===== config.mk =====
export PLATFORM = sky130hd
export DESIGN_NAME = ref_mb_loader
export DESIGN_NICKNAME = d
export VERILOG_FILES = /design/src/rtl/ref_mb_loader.sv
export SDC_FILE = /design/constraint.sdc
export NUM_CORES = 2
export LEC_CHECK = 0
export CAP_MARGIN = 20
export CORE_MARGIN = 4
export CORE_UTILIZATION = 40
export CTS_BUF_LIST = sky130_fd_sc_hd__clkbuf_8
export DETAILED_ROUTE_END_ITERATION = 6
export HOLD_SLACK_MARGIN = 0.12
export MAX_ROUTING_LAYER = met4
export SLEW_MARGIN = 20
export SYNTH_ARGS = -nofsm -noshare
export SYNTH_HDL_FRONTEND = slang
export SYNTH_SLANG_ARGS = --single-unit

===== constraint.sdc =====
create_clock -name clk -period 4 [get_ports clk]
set_clock_uncertainty 0.15 [all_clocks]
set_input_delay 0.8 -clock clk [delete_from_list [all_inputs] [get_ports clk]]
set_output_delay 0.8 -clock clk [all_outputs]
set_load 0.1 [all_outputs]

===== src/rtl/ref_mb_loader.sv =====
// Writer side of the FME reference-pixel store: accepts one raster-order 16x16 macroblock
// per bank into a ping-pong pair of banks and hands completed banks to the half-pel reader.
module ref_mb_loader #(
  parameter int unsigned PIX_W  = 8,
  parameter int unsigned MB_DIM = 16,
  parameter int unsigned ADDR_W = 8
) (
  input  logic              clk,
  input  logic              rst,
  input  logic              in_valid,
  input  logic [PIX_W-1:0]  in_data,
  input  logic              in_last,
  output logic              in_ready,
  output logic              mb_ready,
  input  logic              mb_release,
  input  logic [ADDR_W-1:0] rd_addr,
  output logic [PIX_W-1:0]  rd_data,
  output logic [ADDR_W:0]   fill_count,
  output logic              frame_err
);

  localparam int unsigned Depth = MB_DIM * MB_DIM;
  localparam logic [ADDR_W-1:0] LastPtr = ADDR_W'(Depth - 1);

  logic [PIX_W-1:0]  mem [2][Depth];
  logic [ADDR_W-1:0] wr_ptr;
  logic              wr_bank;
  logic              rd_bank;
  logic [1:0]        full;
  logic [1:0]        full_d;

  logic accept;
  logic at_end;
  logic complete;
  logic early_last;
  logic release_ok;

  // Writer stalls whenever the bank it targets still belongs to the reader.
  assign in_ready   = !full[wr_bank];
  assign mb_ready   = full[rd_bank];
  assign fill_count = {1'b0, wr_ptr};

  assign accept     = in_valid && in_ready;
  assign at_end     = (wr_ptr == LastPtr);
  assign complete   = accept && at_end;
  assign early_last = accept && in_last && !at_end;
  assign release_ok = mb_release && full[rd_bank];

  // Release and completion can never target the same bank, so both may apply in one cycle.
  always_comb begin
    full_d = full;
    if (release_ok) full_d[rd_bank] = 1'b0;
    if (complete)   full_d[wr_bank] = 1'b1;
  end

  // Write pointer, bank selectors, full flags and the sticky framing error.
  always_ff @(posedge clk) begin
    if (rst) begin
      wr_ptr    <= '0;
      wr_bank   <= 1'b0;
      rd_bank   <= 1'b0;
      full      <= '0;
      frame_err <= 1'b0;
    end else begin
      full <= full_d;
      if (release_ok) rd_bank <= ~rd_bank;
      if (complete) begin
        wr_ptr  <= '0;
        wr_bank <= ~wr_bank;
        if (!in_last) frame_err <= 1'b1;
      end else if (early_last) begin
        // Short MB: drop the partial fill and restart the same bank.
        wr_ptr    <= '0;
        frame_err <= 1'b1;
      end else if (accept) begin
        wr_ptr <= wr_ptr + ADDR_W'(1);
      end
    end
  end

  // Pixel storage; contents are intentionally left uninitialised across reset.
  always_ff @(posedge clk) begin
    if (accept && !rst) mem[wr_bank][wr_ptr] <= in_data;
  end

  // Registered read port, sampled every cycle from the current read bank.
  always_ff @(posedge clk) begin
    if (rst) rd_data <= '0;
    else     rd_data <= mem[rd_bank][rd_addr];
  end

endmodule


Yosys cells after proc, flatten, opt, wreduce, memory -nomap -nowiden

Memory sizes are Yosys's and may differ from the RTL's. A register that Yosys moved wholly into a read port is not among the register bits.
Cells that the tools add are included.

Shift-type cells: 0
Add/subtract/negate cells: 1
Bitwise logic cells: 7
Div/mod/pow operators: 0
Reductions and logical operators: 15
Equality and inequality tests: 2
Mux-type cells: 22
Multipliers: 0
$lt $le $gt $ge: 7

Operators by type and width:

| cell                  | count |
|---|---|
| $mux W2048            | 1 |
| $bmux W8 S8           | 1 |
| $demux W8 S8          | 1 |
| $mux W8               | 3 |
| $ge A9 B9 Y1 const B  | 2 |
| $not A8 Y9            | 2 |
| $mux W1               | 12 |
| $logic_and A1 B1 Y1   | 9 |
| $lt A9 B1 Y1 const B  | 1 |
| $add A8 B1 Y8 const B | 1 |
| $eq A8 B8 Y1 const B  | 1 |
| $lt A1 B2 Y1 const B  | 2 |
| $mux W2               | 2 |
| $logic_not A1 Y1      | 3 |
| $reduce_or A3 Y1      | 1 |
| $and A2 B2 Y2         | 1 |
| $demux W1 S1          | 2 |
| $ge A1 B1 Y1 const B  | 2 |
| $ne A2 B2 Y1 const B  | 1 |
| $not A1 Y1            | 2 |
| $not A2 Y2            | 1 |
| $or A2 B2 Y2          | 1 |
| $reduce_and A2 Y1     | 1 |
| $reduce_bool A2 Y1    | 1 |

Bits of input ports: 21
Memory bits (read-only): 0
Word-level logic and storage cells: 61
Register bits: 21
Memories kept: 1
Bits in latches: 0
Bits in writable memories: 4096
Output and inout bits: 20

Memories:

| name | depth | width | read ports | clocked after Yosys merged registers in | wr ports | RTL line | text |
|---|---|---|---|---|---|---|---|
| mem  | 2     | 2048  | 1          | 1                                       | 1        | 25       | `logic [PIX_W-1:0] mem [2][Depth];` |

Logic depth before layout (Yosys ltp)

Depth in word-level cells: 9
Mapped depth: 14
Gate-level depth less buffers: 7

Least setup slack after synthesis

OpenSTA, ideal clock, no wires.

Path type: reg2reg
Start point: register wr_bank
End point: memory mem[0][1968] (netlist name), enable pin
Stages on the path, launching flop included: 10
Buffers on the path: 3
Path slack: -565 ps
Library setup time: 370 ps
Data arrival time: 4045 ps
Period minus slack after synthesis: 4565 ps
Required time: 3480 ps
Cells stage by stage: dfxtp_1 > clkbuf_1 > mux2i_1 > and2_1 > clkbuf_1 > nand2_1 > nor3b_1 > nand2_1 > clkbuf_1 > nor2_1

Cells in the longest elaborated chain, start to end: 7

Ends and longest elaborated chain:

| item                                        | RTL line | text |
|---|---|---|
| start, declared                             | 27       | `logic wr_bank;` |
| start signal, assigned                      | 69       | `wr_bank <= ~wr_bank;` |
| $mux W1 (not written as such) (2 in series) | 39       | `assign in_ready = !full[wr_bank];` |
| $logic_not A1 Y1                            | 39       |  |
| net in_ready                                | 13       | `output logic in_ready,` |
| $logic_and A1 B1 Y1                         | 43       | `assign accept = in_valid && in_ready;` |
| $logic_and A1 B1 Y1                         | 83       | `if (accept && !rst) mem[wr_bank][wr_ptr] <= in_data;` |
| $mux W1                                     | 83       |  |
| $mux W2048 (not written as such)            | 83       |  |
| end, declared                               | 25       |  |

The timed path passes the listed nets, and every way through them passes these cells. The select of a mux whose other input is x is not followed.

==> impl_metrics.tcl <==
set metrics [dict create \
    dpl-instance-area_um2 175700 \
    place.gp.congestion 0.8911 \
    placed_cells 13664 \
    htree_levels 6 \
    grt_first_pass_wirelength_mm 631.8 \
    cts_buffers 648 \
    syn_area_per_cell_um2 21.13 \
    reg2reg_slack_ns 0.07 \
    synth_compound_area_share_pct 2.786 \
    p_per_area_nw_per_um2 445.8 \
    power_frac_seq_pct 56.8 \
    cts_sinks 4118 \
    final_nets 9090 \
    die_area_um2 411400 \
    clock_power_share_pct 38.9 \
    dieWidth_um 641.4 \
    synth_flop_cell "edfxtp_1" \
    track_usage_pct 21.92 \
    first_iter_violations 9439 \
    antenna_left 0 \
    power_switching_mw 19.10 \
    synth_edf_count 4096 \
    ys_ff_latch 4118 \
    grt_max_degree 123 \
    synth_adder_area_share_pct 0.03119 \
    r2r_cells 12 \
    cpPeakStageDelay_ns 0.57 \
    synth-xor-area-share_pct 0.03820 \
    whs_path_depth 3 \
    finalPower_mw 83.66 \
    clock_latency_ns 1.21 \
    crit_top_cell "buf_12" \
    drive_above_1_share_pct 31.88 \
    start_util_pct 40.18 \
    worstSetupPathType "reg2reg" \
    setup_violations 0 \
    worstPathCellList "buf_12 > buf_12 > buf_12 > buf_12 > nor2_1 > buf_4 > a21oi_1 > a311oi_1 > buf_4 > a31o_2 > a2bb2o_1 > a211o_1" \
    synth_area_leader_cell "edfxtp_1" \
    drv_slew 0 \
    min_period_over_period_pct 98.24 \
    final_area_um2 187700 \
    finalHoldViolCount 0 \
    dpl.hpwl_mm 290.1 \
    cts.path.max_buffers 4 \
    p_leak_nw 59.90 \
    async_flop_share_pct 0 \
    p_sw_share_pct 22.82 \
    slowest_stage "nor2_1" \
    syn_inst 7595 \
    fin_cells 14842 \
    synth.top_cells.by_area "edfxtp_1 (77%), mux4_2 (13%), mux2i_1 (2.3%), nor2_1 (1.5%), buf_6 (0.51%)" \
    r2r_end "rd_data[2]" \
    core_um2 399400 \
    vias 84053 \
    intPower_mw 64.57 \
    cts-root-buf "clkbuf_8" \
    final_common_cell "edfxtp_1" \
    endpoint_kind "register" \
    fin_crit_ns 3.930 \
    ys_types 76 \
    worst_pin_slew_ns 1.060 \
    fmax_mhz 254.5 \
    final_cell_mix "edfxtp_1 (4,096), buf_4 (1,097), mux4_2 (914), clkbuf_8 (652), nor2_1 (616)" \
    crit_fanout 33 \
    register_area_um2 123400 \
    row_count 232 \
    portBuffers 39 \
    wl_mm 442.2 \
    n_fill_cell 33060 \
    ys_warn_count 0 \
    synth.top_cell.area_share_pct 76.65 \
    utilization_pct 46.98 \
    cp-start-kind "register" \
    synth-seq-area-share_pct 76.92 \
    outcome "complete, no violations" \
    synth-simple-area-share_pct 2.805 \
    synth_top_family_by_area "multiplexers" \
    cap_violations 0 \
    drc 0 \
    pin_count 41 \
    ir_drop_uv 347.3 \
    clk_pin_slew_worst_paths_ns 0.07 \
    grt_pass1_vias 85958 \
    cp.arrival_ns 4.88 \
    netlist_area_um2 160500 \
    hold_path.startpoint "rd_addr[5]" \
    synth_nets 7620 \
    hold_end "rd_data[3]" \
    crit_required_ns 4.95 \
    combinationalPowerShare_pct 4.3 \
    slew_headroom_pct 29.16 \
    syn2layout_area_growth_pct 16.94 \
    dr.pass1.iters 5 \
    cts_tree "done" \
    die_y_um 641.4 \
    synthMuxAreaShare_pct 15.55 \
    grt_overflow 0 \
    viasPerCell 5.663 \
    post_drt_wl_per_cell_um 29.79 \
    hold_path_class "in2reg" \
    antenna_found_initial 19 \
    multi_input_area_um2 34250 \
]
Yosys cell counts (23+ instances only):
master	count
buf_6	72
nor2_1	620
nor2b_1	28
nand3_1	29
buf_2	119
buf_4	49
mux4_2	914
clkbuf_1	176
o221ai_1	69
a211oi_1	41
edfxtp_1	4096
nand2_1	174
mux2_2	28
o22ai_1	94
nor4_1	23
nor3_1	60
a22oi_1	100
mux2i_1	373
o21ai_0	55
a21oi_1	95
timing repair:
item / CTS / global route
setup buffers: 3 / 0
setup endpoints to repair: 8 / 0
endpoints found under the hold margin: 535 / 0
hold buffers: 12 / 0
gates resized for setup: 10 / 0
kinds of logic after synthesis:
family          count (synthesis)
xor+xnor                        7
simple gates                 1043
flops                        4118
mux                          1327
fa+ha+maj                       4
buf+inv                       472
compound gates                623
other cells                     1
power groups by stage:
stage | registers, mW | clock network [mW] | logic [mW]
finish | 47.5 | 32.6 | 3.60
global route | 47.5 | 35.3 | 3.73
CTS | 47.5 | 33.2 | 3.59
detailed placement | 48.4 | 0 | 3.57
global placement | 48.4 | 0 | 3.51
floorplan | 48.5 | 0 | 1.22
routing by layer:
metal	GRT usage (%)	share of wire (%)	up-vias	routed length [um]
li1	-	-	34797	-
met1	29.28	40	44704	177200
met2	34.26	48	3800	213600
met3	3.642	7.8	752	34560
met4	7.694	3.8	0	16900
met5	-	0	-	0
worst max-delay path, delay by kind of cell, from the launching register on:
| kind | cells | cell delay (ns) |
|---|---|---|
| DFF | 1 | 0.38 |
| and+or+nand+nor | 1 | 0.57 |
| buffers and inverters | 6 | 1.19 |
| AOI/OAI and AO/OA | 5 | 1.40 |
how the worst max path moves through the flow:
stage / start / endpoint / slack [ns] / cells after the start
floorplan: wr_bank / mem[0][1968] / 0.37 / 9
global placement: rd_addr[4] / rd_data[3] / -1.23 / 10
detailed placement: rd_addr[4] / rd_data[6] / -0.91 / 10
CTS: register / rd_data[2] / 0.02 / 11
global route: wr_ptr[2] / fill_count[2] / -0.001 / 1
finish: register / rd_data[2] / 0.07 / 12
flip-flops by register name (all words and copies together), names as in the netlist, named ones only:
signal     flops
wr_bank        1
wr_ptr         8
rd_data        8
mem         4096
frame_err      1
rd_bank        1
full           2
stage by stage:
step | setup TNS (ns) | hold slack (ns) | setup slack (ns)
2_1_floorplan | 0 | 0.3678 | 0.3721
3_3_place_gp | -4.985 | 0.3544 | -1.234
3_5_place_dp | -3.991 | 0.3389 | -0.9106
4_1_cts | 0 | 0.1624 | 0.01609
5_1_grt | -0.001316 | 0.1914 | -0.001316
6_report | 0 | 0.2596 | 0.07040
layout make-up:
type                    count  area share [%]
well taps                5265           3.510
multi-input cells        3005           18.25
diodes                     15         0.02000
inverters                   7         0.01800
clock inverters           495           1.424
flip-flops and latches   4118           65.78
clock buffers             652           4.782
repair buffers           1285           6.211
Note: power is estimated with default switching activity, not from simulation.
